[src/rtl/vy_hakem.sv]
// vy_hakem: two-port bus arbiter. Port 0 (l1b, instruction cache) and port 1
// (l1v, data cache) share one veri yolu request/response channel. Grants are
// round-robin. A read holds the grant until its response is delivered, and a
// write is posted: it completes as soon as the bus accepts it.
module vy_hakem #(
  parameter int ADRES_BIT = 32,
  parameter int BLOK_BIT  = 128
) (
  input  logic                 clk_i,
  input  logic                 rst_i,
  // port 0 (l1b)
  input  logic [ADRES_BIT-1:0] p0_istek_adres_i,
  input  logic                 p0_istek_gecerli_i,
  input  logic                 p0_istek_yaz_i,
  input  logic [BLOK_BIT-1:0]  p0_istek_veri_i,
  output logic                 p0_istek_hazir_o,
  output logic [BLOK_BIT-1:0]  p0_veri_o,
  output logic                 p0_veri_gecerli_o,
  input  logic                 p0_veri_hazir_i,
  // port 1 (l1v)
  input  logic [ADRES_BIT-1:0] p1_istek_adres_i,
  input  logic                 p1_istek_gecerli_i,
  input  logic                 p1_istek_yaz_i,
  input  logic [BLOK_BIT-1:0]  p1_istek_veri_i,
  output logic                 p1_istek_hazir_o,
  output logic [BLOK_BIT-1:0]  p1_veri_o,
  output logic                 p1_veri_gecerli_o,
  input  logic                 p1_veri_hazir_i,
  // veri yolu side
  output logic [ADRES_BIT-1:0] vy_istek_adres_o,
  output logic                 vy_istek_gecerli_o,
  output logic                 vy_istek_yaz_o,
  output logic [BLOK_BIT-1:0]  vy_istek_veri_o,
  input  logic                 vy_istek_hazir_i,
  input  logic [BLOK_BIT-1:0]  vy_veri_i,
  input  logic                 vy_veri_gecerli_i,
  output logic                 vy_veri_hazir_o
);

  typedef enum logic [1:0] {
    BOSTA = 2'd0,  // idle, arbitrating
    ISTEK = 2'd1,  // presenting the registered request on the bus
    YANIT = 2'd2   // forwarding the read response to the granted port
  } durum_t;

  durum_t                durum_q, durum_d;
  logic                  son_kazanan_q, son_kazanan_d;  // last winning port
  logic                  g_q, g_d;                      // port owning the current transaction
  logic [ADRES_BIT-1:0]  adres_q, adres_d;
  logic                  yaz_q, yaz_d;
  logic [BLOK_BIT-1:0]   veri_q, veri_d;
  logic                  vy_gecerli_q, vy_gecerli_d;

  logic                  istek_var;  // at least one port is requesting
  logic                  g_sec;      // port that would win this cycle

  // Pick the winner: a lone requester wins, a tie goes to the port that did not win last.
  always_comb begin
    istek_var = p0_istek_gecerli_i | p1_istek_gecerli_i;
    if (p0_istek_gecerli_i && p1_istek_gecerli_i) begin
      g_sec = ~son_kazanan_q;
    end else begin
      g_sec = p1_istek_gecerli_i;
    end
  end

  // Next-state, captured payload and all combinational handshake outputs.
  always_comb begin
    // NOTE: every signal written in this block gets a default first, so no path
    // leaves one unassigned and no latch is inferred; blocking '=' is used here
    // because later statements must see the values just computed.
    durum_d           = durum_q;
    son_kazanan_d     = son_kazanan_q;
    g_d               = g_q;
    adres_d           = adres_q;
    yaz_d             = yaz_q;
    veri_d            = veri_q;
    vy_gecerli_d      = vy_gecerli_q;
    p0_istek_hazir_o  = 1'b0;
    p1_istek_hazir_o  = 1'b0;
    p0_veri_o         = '0;
    p1_veri_o         = '0;
    p0_veri_gecerli_o = 1'b0;
    p1_veri_gecerli_o = 1'b0;
    vy_veri_hazir_o   = 1'b0;

    case (durum_q)
      BOSTA: begin
        // The grant is offered only to a requesting port, so hazir high means
        // the handshake completes on this edge.
        if (istek_var) begin
          g_d           = g_sec;
          son_kazanan_d = g_sec;
          if (g_sec) begin
            p1_istek_hazir_o = 1'b1;
            adres_d          = p1_istek_adres_i;
            yaz_d            = p1_istek_yaz_i;
            veri_d           = p1_istek_veri_i;
          end else begin
            p0_istek_hazir_o = 1'b1;
            adres_d          = p0_istek_adres_i;
            yaz_d            = p0_istek_yaz_i;
            veri_d           = p0_istek_veri_i;
          end
          vy_gecerli_d = 1'b1;
          durum_d      = ISTEK;
        end
      end

      ISTEK: begin
        if (vy_istek_hazir_i) begin
          vy_gecerli_d = 1'b0;
          // Writes are posted: nothing comes back, so arbitration resumes at once.
          durum_d      = yaz_q ? BOSTA : YANIT;
        end
      end

      YANIT: begin
        vy_veri_hazir_o = g_q ? p1_veri_hazir_i : p0_veri_hazir_i;
        if (g_q) begin
          p1_veri_o         = vy_veri_i;
          p1_veri_gecerli_o = vy_veri_gecerli_i;
        end else begin
          p0_veri_o         = vy_veri_i;
          p0_veri_gecerli_o = vy_veri_gecerli_i;
        end
        if (vy_veri_gecerli_i && vy_veri_hazir_o) begin
          durum_d = BOSTA;
        end
      end

      default: begin
        durum_d = BOSTA;
      end
    endcase
  end

  // State and payload registers; reset leaves the arbiter idle with port 0 winning the first tie.
  always_ff @(posedge clk_i or posedge rst_i) begin
    if (rst_i) begin
      durum_q       <= BOSTA;
      son_kazanan_q <= 1'b1;
      g_q           <= 1'b0;
      // NOTE: the payload registers are reset too, because they drive the bus
      // outputs directly and those must read zero while in reset.
      adres_q       <= '0;
      yaz_q         <= 1'b0;
      veri_q        <= '0;
      vy_gecerli_q  <= 1'b0;
    end else begin
      // NOTE: non-blocking '<=' so every register updates from the values
      // sampled at this edge, independent of statement order.
      durum_q       <= durum_d;
      son_kazanan_q <= son_kazanan_d;
      g_q           <= g_d;
      adres_q       <= adres_d;
      yaz_q         <= yaz_d;
      veri_q        <= veri_d;
      vy_gecerli_q  <= vy_gecerli_d;
    end
  end

  // The bus request is driven straight from registers.
  assign vy_istek_adres_o   = adres_q;
  assign vy_istek_gecerli_o = vy_gecerli_q;
  assign vy_istek_yaz_o     = yaz_q;
  assign vy_istek_veri_o    = veri_q;

endmodule
[config.mk]
export PLATFORM = sky130hd
export DESIGN_NAME = vy_hakem
export DESIGN_NICKNAME = d
export VERILOG_FILES = /design/src/rtl/vy_hakem.sv
export SDC_FILE = /design/constraint.sdc
export NUM_CORES = 1
export LEC_CHECK = 0
export CORE_AREA = 2 2 339 341
export CTS_CLUSTER_SIZE = 28
export DETAILED_ROUTE_END_ITERATION = 8
export DIE_AREA = 0 0 341 343
export GPL_TIMING_DRIVEN = 0
export PLACE_DENSITY_LB_ADDON = 0.3
export SYNTH_ARGS = -nofsm -noshare
export SYNTH_HDL_FRONTEND = slang
export SYNTH_SLANG_ARGS = --single-unit
[constraint.sdc]
create_clock -name clk_i -period 4.8 [get_ports clk_i]
set_input_delay 0.48 -clock clk_i [delete_from_list [all_inputs] [get_ports clk_i]]
set_output_delay 0.48 -clock clk_i [all_outputs]
set_load 0.02 [all_outputs]
==> run metrics <==
outcome=completed; Post-CTS Hold Fix Bufs=0; total clock buffers created by CTS=17; vias in the first global route=12,000; count of cells along the worst register-to-register path=6; Max Root-Sink Buffers=2; cell class contributing the biggest share of worst-path delay=buffers and inverters; layout net count=2,312; FILL cells=12,700; Clock Skew=0.0274 ns; effective utilization at floorplan=8.04%; critical path class=reg -> out; final core utilization=18.1%; count of flip-flops with a built-in enable after synthesis=0; capturing element type of the critical path=output pin; Sw Pwr=4.67 mW; leakage dissipation=8.10 nW; synthesized area per cell=9.59 um2; core outline area=113,000 um2; number of instances in the synthesized netlist=951; RePlAce Congestion=0.847; CTS tree=done; buffers inserted by post-CTS timing repair=0; portion of the clock cycle consumed by the worst path in the final layout=87.6%; FF-to-FF Start=durum_q[0]; hold violation total from the final report=0; crit-path most repeated cell=sky130_fd_sc_hd__clkbuf_1; async set-reset flop share out of synthesis=100%; count of vias placed by the detailed router=11,400; Worst Max-Slew Pin Slew=1.21 ns; RSZ-0062 raised after global routing=no; multi-input combinational cell area=4470 um2; # port buffers=880; biggest fanout along the worst timing path=10; worst path cell trace=nand2b_1 > nor2_1 > clkbuf_1 > clkbuf_1 > and2_1 > clkdlybuf4s50_1; fraction of power spent switching nets=45.3%; worst rel slew slack=19.0%; sequential standard cell area=4160 um2; power density of the placed cells=501 nW/um2; share of total power in sequential cells=25.0%; DIE HEIGHT=343 um; capture point of the worst reg-to-reg path=vy_istek_veri_o[26]; minimum clock period after layout=4.21 ns; number of design-rule violations left by the first detailed-router iteration=544; number of nets in the synthesized netlist=1,409; area added between synthesis and finish=125%; final setup TNS=0 ns; Routed wire per std cell=25.1 um; post-synth cell types=26; clock slew at the register clock pins of the worst setup and hold paths=0.08 ns; Die X-Extent=341 um; Crit path largest cell delay=0.84 ns; GRT Residual Overflow=0; Sink Count=166; power share of the combinational group=59.9%; highest-count cells in the layout ignoring fill and taps=880 x sky130_fd_sc_hd__clkdlybuf4s50_1, 259 x sky130_fd_sc_hd__and2_1, 165 x sky130_fd_sc_hd__dfrtp_1, 124 x sky130_fd_sc_hd__and3_1, 123 x sky130_fd_sc_hd__a221o_1; Worst Hold Class=in -> async; proportion of layout cells with a drive suffix above 1=4.07%; total wire length after detailed routing=85.2 mm; Worst EP required=4.32 ns; Via density=3.37; Top Ports=881; stages on the worst setup path=6; Peak Freq=0.238 GHz; number of buffers and inverters on the critical path=3; detailed-placement wirelength estimate=73.2 mm; Clock H-tree levels=4; post-route ant nets=0; length of the first detailed-routing pass in iterations=4; top_reg_cell synth=sky130_fd_sc_hd__dfrtp_1; Synthesis Warnings=0; Max IR drop VDD=0.288 mV; number of antenna violations at the first check in global routing=54; CTS-repair resized insts=0; data arrival time of the critical path=3.73 ns; cell area after technology mapping=9120 um2; Critical-path top delay cell=sky130_fd_sc_hd__clkbuf_1; internal reg-to-reg setup slack=1.93 ns; global-route usage over all layers=14.1%; Std-Cell Rows=124; Cell Int Power=5.63 mW; share of total power in the clock network=15.1%; post-route DRC violation count=0; die outline area=117,000 um2; clock root buffer=sky130_fd_sc_hd__clkbuf_16; maximum number of pins on one net before global-route repair=38; critical path startpoint category=flop; final setup violation count=0; most common cell after layout, fill and taps aside=sky130_fd_sc_hd__clkdlybuf4s50_1; clock latency on the worst-skew pair=0.53 ns; wire length of the first global-routing pass=110 mm; count of state elements after synthesis=166; Seq/Total Area, Yosys=45.5%; max_cap viols=0; final slew viol count=0
-- per-stage QoR --
| stage | cells | power [mW] | hold slack, ns | setup slack [ns] | cell area, um2 |
|---|---|---|---|---|---|
| after floorplan | 951 | 5.28 | 0.512 | 2.21 | 9130 |
| after global placement | 3343 | 8.90 | 0.495 | 0.102 | 19800 |
| after detailed placement | 3347 | 8.90 | 0.494 | 0.901 | 19900 |
| after CTS | 3379 | 10.6 | 0.423 | 0.283 | 20500 |
| after global routing | 3385 | 10.9 | 0.482 | 0.260 | 20500 |
| final | 3395 | 10.3 | 0.452 | 0.593 | 20500 |
-- worst max-delay path by stage --
stage          startpoint             endpoint  slack, ns
3_3_place_gp        rst_i  vy_istek_veri_o[27]       0.10
3_5_place_dp   durum_q[0]        p1_veri_o[63]       0.90
4_1_cts        durum_q[0]        p1_veri_o[63]       0.28
5_1_grt        durum_q[0]        p1_veri_o[63]       0.26
2_1_floorplan       rst_i           durum_q[0]       2.21
6_report       durum_q[0]        p1_veri_o[61]       0.59
-- logic make-up (layout without fill, tap and decap cells) --
logic type | Yosys count | after routing | synth area share (%)
and+or+nand+nor | 471 | 471 | 30.1
AOI/OAI and AO/OA | 206 | 206 | 18.8
DFF | 166 | 166 | 45.5
buffers and inverters | 107 | 1023 | 5.47
muxes | 1 | 1 | 0.110
other | 0 | 16 | 0
-- routing by layer --
layer	share of wire, %	vias up	routed length [um]	track usage, %
met2	49	598	42100	23.9
met4	2.5	20	2130	5.01
met5	0.13	-	110	0.321
met1	40	5463	33800	16.0
met3	8.2	88	7030	5.45
li1	-	5266	-	-
-- registers in the layout, indices dropped and copies added, names as in the netlist --
register / flops
vy_istek_gecerli_o: 1
durum_q: 2
son_kazanan_q: 1
vy_istek_adres_o: 32
vy_istek_veri_o: 128
g_q: 1
vy_istek_yaz_o: 1
-- synthesized netlist by cell type (2+ instances only) --
library cell,number,share of area [%]
sky130_fd_sc_hd__and2_1,259,18
sky130_fd_sc_hd__dfrtp_1,165,45
sky130_fd_sc_hd__and3_1,124,8.5
sky130_fd_sc_hd__a221o_1,123,13
sky130_fd_sc_hd__nand2_1,77,3.2
sky130_fd_sc_hd__clkbuf_1,66,2.7
sky130_fd_sc_hd__a21oi_1,38,2.1
sky130_fd_sc_hd__a31oi_1,38,2.6
sky130_fd_sc_hd__buf_2,27,1.5
sky130_fd_sc_hd__buf_6,8,0.99
sky130_fd_sc_hd__nor2_1,5,0.21
sky130_fd_sc_hd__inv_1,3,0.12
sky130_fd_sc_hd__nand2b_1,3,0.21
sky130_fd_sc_hd__buf_1,2,0.082
sky130_fd_sc_hd__or2_2,2,0.14
-- power groups by stage --
stage | Clock, mW | Combinational [mW] | Sequential, mW
floorplan | 0 | 2.00 | 3.28
global placement | 0 | 6.30 | 2.60
detailed placement | 0 | 6.30 | 2.60
CTS | 1.66 | 6.32 | 2.59
global route | 1.69 | 6.57 | 2.67
finish | 1.55 | 6.17 | 2.57
-- cell type report --
cell class                 instances  share of cell area (%)
sequential                       166                    20.2
antenna                           16                   0.195
timing repair buffer             884                    43.3
clock inverter                    13                   0.798
buffer                           104                    2.38
clock buffer                      19                    2.11
tap                             1512                    9.21
multi-input combinational        678                    21.7
inverter                           3                  0.0731
Power figures use the tool's default switching activity.
